File: src/rtl/bsearch_pkg.sv
// Shared types and helpers for the binary-search engine.
package bsearch_pkg;

   typedef enum logic [1:0] {
      IDLE,
      PROBE,
      COMPARE,
      DONE
   } bs_state_e;

   // Holds lo + hi without overflow and the signed -1 of an exhausted upper bound.
   function automatic int unsigned mid_width(input int unsigned addr_w);
      return addr_w + 2;
   endfunction

endpackage

File: src/rtl/bsearch_ram.sv
// Single-port-write, single-port-read memory with a registered read address (1-cycle latency).
module bsearch_ram #(
   parameter int unsigned DATA_W = 8,
   parameter int unsigned ADDR_W = 5
) (
   input  logic              clock,
   input  logic              wr_en,
   input  logic [ADDR_W-1:0] wr_addr,
   input  logic [DATA_W-1:0] wr_data,
   input  logic [ADDR_W-1:0] rd_addr,
   output logic [DATA_W-1:0] rd_data
);

   logic [DATA_W-1:0] mem [2**ADDR_W];
   logic [ADDR_W-1:0] rd_addr_q;

   always_ff @(posedge clock) begin
      if (wr_en) begin
         mem[wr_addr] <= wr_data;
      end
      rd_addr_q <= rd_addr;
   end

   assign rd_data = mem[rd_addr_q];

endmodule

File: src/rtl/bsearch_engine.sv
// Binary search over a sorted internal memory with a start/done handshake.
// Define BSEARCH_LOWER_BOUND_EN to add the lb_loc lower-bound output.
module bsearch_engine
   import bsearch_pkg::*;
#(
   parameter int unsigned DATA_W = 8,
   parameter int unsigned ADDR_W = 5
) (
   input  logic              clock,
   input  logic              reset_n,
   input  logic              start,
   input  logic [DATA_W-1:0] key,
   input  logic              wr_en,
   input  logic [ADDR_W-1:0] wr_addr,
   input  logic [DATA_W-1:0] wr_data,
   output logic              busy,
   output logic              done,
   output logic              found,
   output logic [ADDR_W-1:0] loc
`ifdef BSEARCH_LOWER_BOUND_EN
   ,
   output logic [ADDR_W:0]   lb_loc
`endif
);

   localparam int unsigned MW = mid_width(ADDR_W);
   localparam logic [ADDR_W:0] HI_INIT = {1'b0, {ADDR_W{1'b1}}};

   bs_state_e         state_q, state_d;
   logic [ADDR_W:0]   lo_q, lo_d;
   logic [ADDR_W:0]   hi_q, hi_d;
   logic [DATA_W-1:0] key_q, key_d;
   logic              found_q, found_d;
   logic [ADDR_W-1:0] loc_q, loc_d;

   logic [MW-1:0]     mid_w;
   logic [MW-1:0]     lo_n;
   logic [MW-1:0]     hi_n;
   logic [DATA_W-1:0] rd_data;
   logic              ram_we;
   logic              accept;
   logic              hit;

   // Bounds are non-negative whenever a probe is issued, so zero-extension is safe here.
   assign mid_w = (MW'(lo_q) + MW'(hi_q)) >> 1;

   // Candidate bounds after this compare, widened so DEPTH and -1 both compare correctly.
   assign hit  = (rd_data == key_q);
   assign lo_n = (rd_data < key_q) ? (mid_w + MW'(1)) : MW'(lo_q);
   assign hi_n = (rd_data > key_q) ? (mid_w - MW'(1)) : {hi_q[ADDR_W], hi_q};

   assign ram_we = wr_en && ((state_q == IDLE) || (state_q == DONE));
   assign accept = (state_q == IDLE) && start;

   bsearch_ram #(
      .DATA_W(DATA_W),
      .ADDR_W(ADDR_W)
   ) u_ram (
      .clock   (clock),
      .wr_en   (ram_we),
      .wr_addr (wr_addr),
      .wr_data (wr_data),
      .rd_addr (mid_w[ADDR_W-1:0]),
      .rd_data (rd_data)
   );

   always_comb begin
      state_d = state_q;
      lo_d    = lo_q;
      hi_d    = hi_q;
      key_d   = key_q;
      found_d = found_q;
      loc_d   = loc_q;
      unique case (state_q)
         IDLE: begin
            if (start) begin
               key_d   = key;
               lo_d    = '0;
               hi_d    = HI_INIT;
               found_d = 1'b0;
               loc_d   = '0;
               state_d = PROBE;
            end
         end
         PROBE: begin
            state_d = COMPARE;
         end
         COMPARE: begin
            if (hit) begin
               found_d = 1'b1;
               loc_d   = mid_w[ADDR_W-1:0];
               state_d = DONE;
            end else begin
               lo_d = lo_n[ADDR_W:0];
               hi_d = hi_n[ADDR_W:0];
               if ($signed(lo_n) > $signed(hi_n)) begin
                  found_d = 1'b0;
                  state_d = DONE;
               end else begin
                  state_d = PROBE;
               end
            end
         end
         DONE: begin
            if (!start) begin
               state_d = IDLE;
            end
         end
         default: begin
            state_d = IDLE;
         end
      endcase
   end

   always_ff @(posedge clock) begin
      if (!reset_n) begin
         state_q <= IDLE;
         lo_q    <= '0;
         hi_q    <= '0;
         key_q   <= '0;
         found_q <= 1'b0;
         loc_q   <= '0;
      end else begin
         state_q <= state_d;
         lo_q    <= lo_d;
         hi_q    <= hi_d;
         key_q   <= key_d;
         found_q <= found_d;
         loc_q   <= loc_d;
      end
   end

`ifdef BSEARCH_LOWER_BOUND_EN
   logic [ADDR_W:0] lb_q;

   // On a miss the final lo is the insertion point; on a hit it is the match itself.
   always_ff @(posedge clock) begin
      if (!reset_n) begin
         lb_q <= '0;
      end else if (accept) begin
         lb_q <= '0;
      end else if ((state_q == COMPARE) && (state_d == DONE)) begin
         lb_q <= hit ? {1'b0, mid_w[ADDR_W-1:0]} : lo_n[ADDR_W:0];
      end
   end

   assign lb_loc = lb_q;
`else
   logic unused_accept;
   assign unused_accept = accept;
`endif

   assign busy  = (state_q == PROBE) || (state_q == COMPARE);
   assign done  = (state_q == DONE);
   assign found = found_q;
   assign loc   = loc_q;

endmodule

File: config.mk
export PLATFORM = sky130hd
export DESIGN_NAME = bsearch_engine
export DESIGN_NICKNAME = d
export VERILOG_FILES = /design/src/rtl/bsearch_pkg.sv /design/src/rtl/bsearch_ram.sv /design/src/rtl/bsearch_engine.sv
export SDC_FILE = /design/constraint.sdc
export NUM_CORES = 1
export LEC_CHECK = 0
export ABC_AREA = 1
export CAP_MARGIN = 20
export CELL_PAD_IN_SITES_DETAIL_PLACEMENT = 1
export CELL_PAD_IN_SITES_GLOBAL_PLACEMENT = 1
export CORE_ASPECT_RATIO = 0.7
export CORE_MARGIN = 4
export CORE_UTILIZATION = 47
export CTS_CLUSTER_DIAMETER = 60
export CTS_CLUSTER_SIZE = 25
export DETAILED_ROUTE_END_ITERATION = 12
export DONT_BUFFER_PORTS = 1
export PLACE_DENSITY = 0.75
export REMOVE_ABC_BUFFERS = 1
export SYNTH_ARGS = -nofsm -noshare
export SYNTH_HDL_FRONTEND = slang
export SYNTH_SLANG_ARGS = --single-unit
File: constraint.sdc
create_clock -name clock -period 5 [get_ports clock]
set_input_delay 0.75 -clock clock [delete_from_list [all_inputs] [get_ports clock]]
set_output_delay 0.75 -clock clock [all_outputs]
set_load 0.1 [all_outputs]
Word-level counts from Yosys, hierarchy flattened --
Memories as Yosys holds them, arrays and structs flattened. A register that Yosys moved wholly into a read port is not among the register bits. Index checks and enable logic that the tools add are counted.
Cells by class: add/sub/neg operators 3, magnitude comparators 3, equal/unequal tests 9, mux-type cells 22, reductions and logical operators 10
Operator list (number):
- 6-bit two-way mux | 4
- 6-bit case mux with 2 select lines | 2
- 7-bit two-way mux | 2
- 5-bit two-way mux | 2
- 5-bit case mux with 2 select lines | 1
- 3-bit AND reduction | 3
- 8-bit equality test | 1
- 8-bit > comparator | 1
- 8-bit < comparator | 1
- 2-bit two-way mux | 4
- 2-bit != test, second input constant | 4
- 2-bit case mux with 4 select lines | 1
- 6-bit by 1-bit adder with 7-bit output, second input constant | 1
- 6-bit by 6-bit adder with 7-bit output | 1
- 7-bit > comparator | 1
- 6-bit by 1-bit subtractor with 7-bit output, second input constant | 1
- 1-bit two-way mux | 5
- 2-bit equality test, second input constant | 2
- 2-bit AND reduction | 2
- 3-bit != test, second input constant | 1
- 2-bit by 1-bit equality test with 1-bit output, second input constant | 1
- 2-bit zero test | 1
- 1-bit logical OR | 2
- 1-bit case mux with 2 select lines | 1
- 2 further kinds | 2
Word-level totals: bits in registers 28, RAM bits 256, input port bits 25, output and inout bits 8, word-level logic and storage cells 54, memories 1
Memory list:
- u_ram.mem | depth 32, bits a word 8, read ports 1, clocked after Yosys merged registers in 1, wr ports 1, line bsearch_ram.sv:14 | logic [DATA_W-1:0] mem [2**ADDR_W];

Depth between registers and ports, before layout --
depth after elaboration 7, gate-level depth with buffers 30, gate-level depth less buffers 28

Modules after synthesis --
From an unflattened synthesis, not the netlist that was laid out.
Unflattened totals: cell total of the unflattened synthesis 1246, area, all modules 12887.4 um^2
Modules (own cells, without submodules):
- bsearch_ram | times used 1, cells an instance 919, area an instance 10726.5 um^2, seq. area each 7787.5 um^2
- bsearch_engine | times used 1, cells an instance 327, area an instance 2160.8 um^2, seq. area each 560.5 um^2

Worst setup path before layout --
Ideal clock, no wire load.
kind register -> register, start point register (tool-made name), end point register found_q, in the netlist found, library setup time 118 ps, arrival time 3490 ps, required time 4882 ps, setup slack 1392 ps, stages on the path, launching flop included 28, buffers on the path 3, period minus slack after synthesis 3608 ps, cell sequence dfxtp_1 -> inv_2 -> buf_4 -> buf_2 -> buf_2 -> o21ai_0 -> o221ai_1 -> nand3_1 -> a21oi_1 -> ha_1 -> inv_1 -> nor2_1 -> nor2_1 -> o21ai_1 -> nand2_1 -> nand2_2 -> inv_2 -> or2_0 -> and2_1 -> ha_1 -> a21oi_1 -> nor2_1 -> nor2_1 -> nand3_1 -> o211ai_1 -> nand2_1 -> a21oi_1 -> nor2_1
RTL lines:
- end signal: assignment | line bsearch_engine.sv:128 | found_q <= found_d;
- end: declaration | line bsearch_engine.sv:33 | logic found_q, found_d;

==> results.sh <==
export IMPL_design_area_um2=13410
export IMPL_peakVddDrop_mv=0.2917
export IMPL_critPathMaxFanout=103
export IMPL_yosysSeqAreaShare_pct=67.13
export IMPL_row_count=49
export IMPL_numCtsBuffers=17
export IMPL_post_cts_resized=0
export IMPL_yosys_register_bits=289
export IMPL_drv_cap=0
export IMPL_post_synth_fa_ha_maj_area_fraction_pct=2.878
export IMPL_cts_hold_buf=0
export IMPL_period_minus_slack_ns=4.433
export IMPL_setup_viol=0
export IMPL_dp_hpwl_um=23380
export IMPL_port_buffers=0
export IMPL_utilization_pct=51.83
export IMPL_finalHoldViolations=0
export IMPL_synth_cell_types=46
export IMPL_grt_pass1_wl_um=53810
export IMPL_clk_path_buf_depth=3
export IMPL_postSynthCellCount=1075
export IMPL_clock_skew_ns=0.02684
export IMPL_synth_top_family_by_area="compound AO/OA/AOI/OAI gates"
export IMPL_hold_path_class="in2reg"
export IMPL_crit_type="reg2reg"
export IMPL_clockRootBuffer="clkbuf_16"
export IMPL_final_common_cell="edfxtp_1"
export IMPL_wl_per_cell_um=24.70
export IMPL_die_area_um2=29170
export IMPL_muxShareOfSynthArea_pct=0
export IMPL_core_um2=25870
export IMPL_drive_gt1_share_pct=8.131
export IMPL_grtUsageTotal_pct=24.16
export IMPL_cts_tree="done"
export IMPL_finalSetupTns_ns=0
export IMPL_initial_core_util_pct=48.07
export IMPL_first_pass_iters=5
export IMPL_avgSynthCellArea_um2=11.57
export IMPL_worstPathArrival_ns=4.84
export IMPL_start_kind="register"
export IMPL_vias=8526
export IMPL_worstPathRequired_ns=5.40
export IMPL_clock_latency_ns=0.52
export IMPL_vias_per_cell=5.971
export IMPL_cts_htree_levels=1
export IMPL_relSlewSlack_pct=32.00
export IMPL_synthSimpleGateAreaFrac_pct=12.38
export IMPL_grt_pass1_vias=8709
export IMPL_ios=33
export IMPL_worst_pin_slew_ns=1.020
export IMPL_wirelength_um=35280
export IMPL_path_clk_slew_ns=0.10
export IMPL_fmax_ghz=0.2256
export IMPL_whs_ns=0.3158
export IMPL_gp_congestion=0.8437
export IMPL_grt_max_degree=104
export IMPL_die_y_um=144.1
export IMPL_synthXorXnorAreaFrac_pct=0.1308
export IMPL_clkSinkCount=289
export IMPL_status="finished, final reports clean"
export IMPL_antenna_left=0
export IMPL_slew_violations=0
export IMPL_grt_ovfl_total=0
export IMPL_die_x_um=202.4
export IMPL_p_leak_uw=0.004552
export IMPL_yosysWarningCount=0
export IMPL_post_cts_buffers=0
export IMPL_endpoint_kind="register"
export IMPL_dpl_instance_area_um2=12860
export IMPL_antenna_found_initial=1
export IMPL_power_density_cell_area_nw_per_um2=591.6
export IMPL_synth_compound_area_share_pct=13.75
export IMPL_drc=0
export IMPL_nFillCells=2728
export IMPL_rsz0062_at_grt="no"
export IMPL_syn2layout_area_growth_pct=7.838
export IMPL_syn_area_um2=12440
export IMPL_period_share_pct=88.66
export IMPL_drt_initial_drc_count=833
export IMPL_final_cell_mix="edfxtp_1 (256), nor2_1 (197), o21ai_0 (155)"
export IMPL_nets=1112
registers in the layout, indices dropped and copies added, names as in the netlist, named ones only:
register and flops:
found 1, hi_q 6, key_q 8, lo_q 6
loc 5, state_q 2, u_ram.mem 256
cells by family (layout without fill, tap and decap cells):
group	after synthesis	count (layout)
buffers and inverters	115	110
adders and majority gates	28	28
AOI/OAI and AO/OA	287	287
and+or+nand+nor	355	355
other	0	1
xor gates and xnor gates	1	1
DFF	289	289
worst paths after layout:
| kind | startpoint | cells past startpoint | slack [ns] | endpoint |
|---|---|---|---|---|
| max reg2reg | register | 24 | 0.57 | found |
| max | register | 24 | 0.57 | found |
| min reg2reg | lo_q[1] | 2 | 0.50 | lo_q[1] |
| min | wr_data[7] | 0 | 0.32 | u_ram.mem[0][7] |
through the flow:
step           total power, µW  instances  setup WS (ns)
6_report                  7933       1428         0.5672
5_1_grt                   8482       1427         0.1648
4_1_cts                   7925       1427         0.5968
3_5_place_dp              6385       1397         0.6195
3_3_place_gp              6279       1397         0.7527
2_1_floorplan             5143       1021         -1.566
report_power, final:
| group | internal (µW) | total (µW) | switching [µW] |
|---|---|---|---|
| clock network | 691 | 1540 | 844 |
| registers | 2710 | 2810 | 99.5 |
| logic | 1140 | 3580 | 2450 |
cell usage after synthesis (all sizes together):
cell,number,share of area [%]
a211oi,1,0.060
a21boi,1,0.060
a21o,2,0.12
a21oi,40,1.7
a22oi,1,0.060
a31o,1,0.070
a31oi,7,0.35
and2,2,0.10
buf,13,0.60
clkbuf,41,1.2
clkinv,3,0.14
dfxtp,33,5.3
edfxtp,256,62
fa,1,0.16
ha,27,2.7
inv,58,1.8
nand2,88,3.1
nand3,50,2.2
nand3b,2,0.12
nand4,5,0.25
nor2,201,6.2
nor3,4,0.20
o211ai,1,0.060
o21a,2,0.12
o21ai,165,6.7
o221ai,50,3.5
o22ai,15,0.75
o31ai,1,0.17
or2,3,0.15
xor2,1,0.13
cell type report:
class / instances / area [µm²] / share of cell area, %
inverter: 61 / 236.5 / 1.763
multi-input combinational: 671 / 3623 / 27.02
antenna: 1 / 2.502 / 0.01866
tap: 357 / 446.7 / 3.331
clock inverter: 8 / 78.83 / 0.5878
sequential: 289 / 8353 / 62.29
clock buffer: 22 / 464.2 / 3.461
timing repair buffer: 19 / 205.2 / 1.530
per-layer routing:
layer	GRT usage (%)	wire [µm]	vias up
li1	-	-	3876
met1	36.16	16310	4303
met2	36.89	15600	302
met3	5.425	2738	43
met4	4.820	619	2
met5	0	13	-
worst max-delay path: stages (launching register included):
cell	delay (ns)
dfxtp_4	0.39
buf_12	0.35
o21ai_0	0.19
o221ai_1	0.29
nand3_1	0.21
o21ai_1	0.14
nor2_1	0.06
a21oi_1	0.19
ha_1	0.18
nand4_1	0.11
inv_1	0.10
nand2_1	0.07
nand2_2	0.21
inv_2	0.12
or2_0	0.25
and2_1	0.18
ha_1	0.30
a21oi_1	0.13
nor2_1	0.05
nor2_1	0.11
nand3_1	0.09
o211ai_1	0.21
nand2_1	0.10
a21oi_1	0.14
nor2_1	0.06
Power figures use the tool's default switching activity.
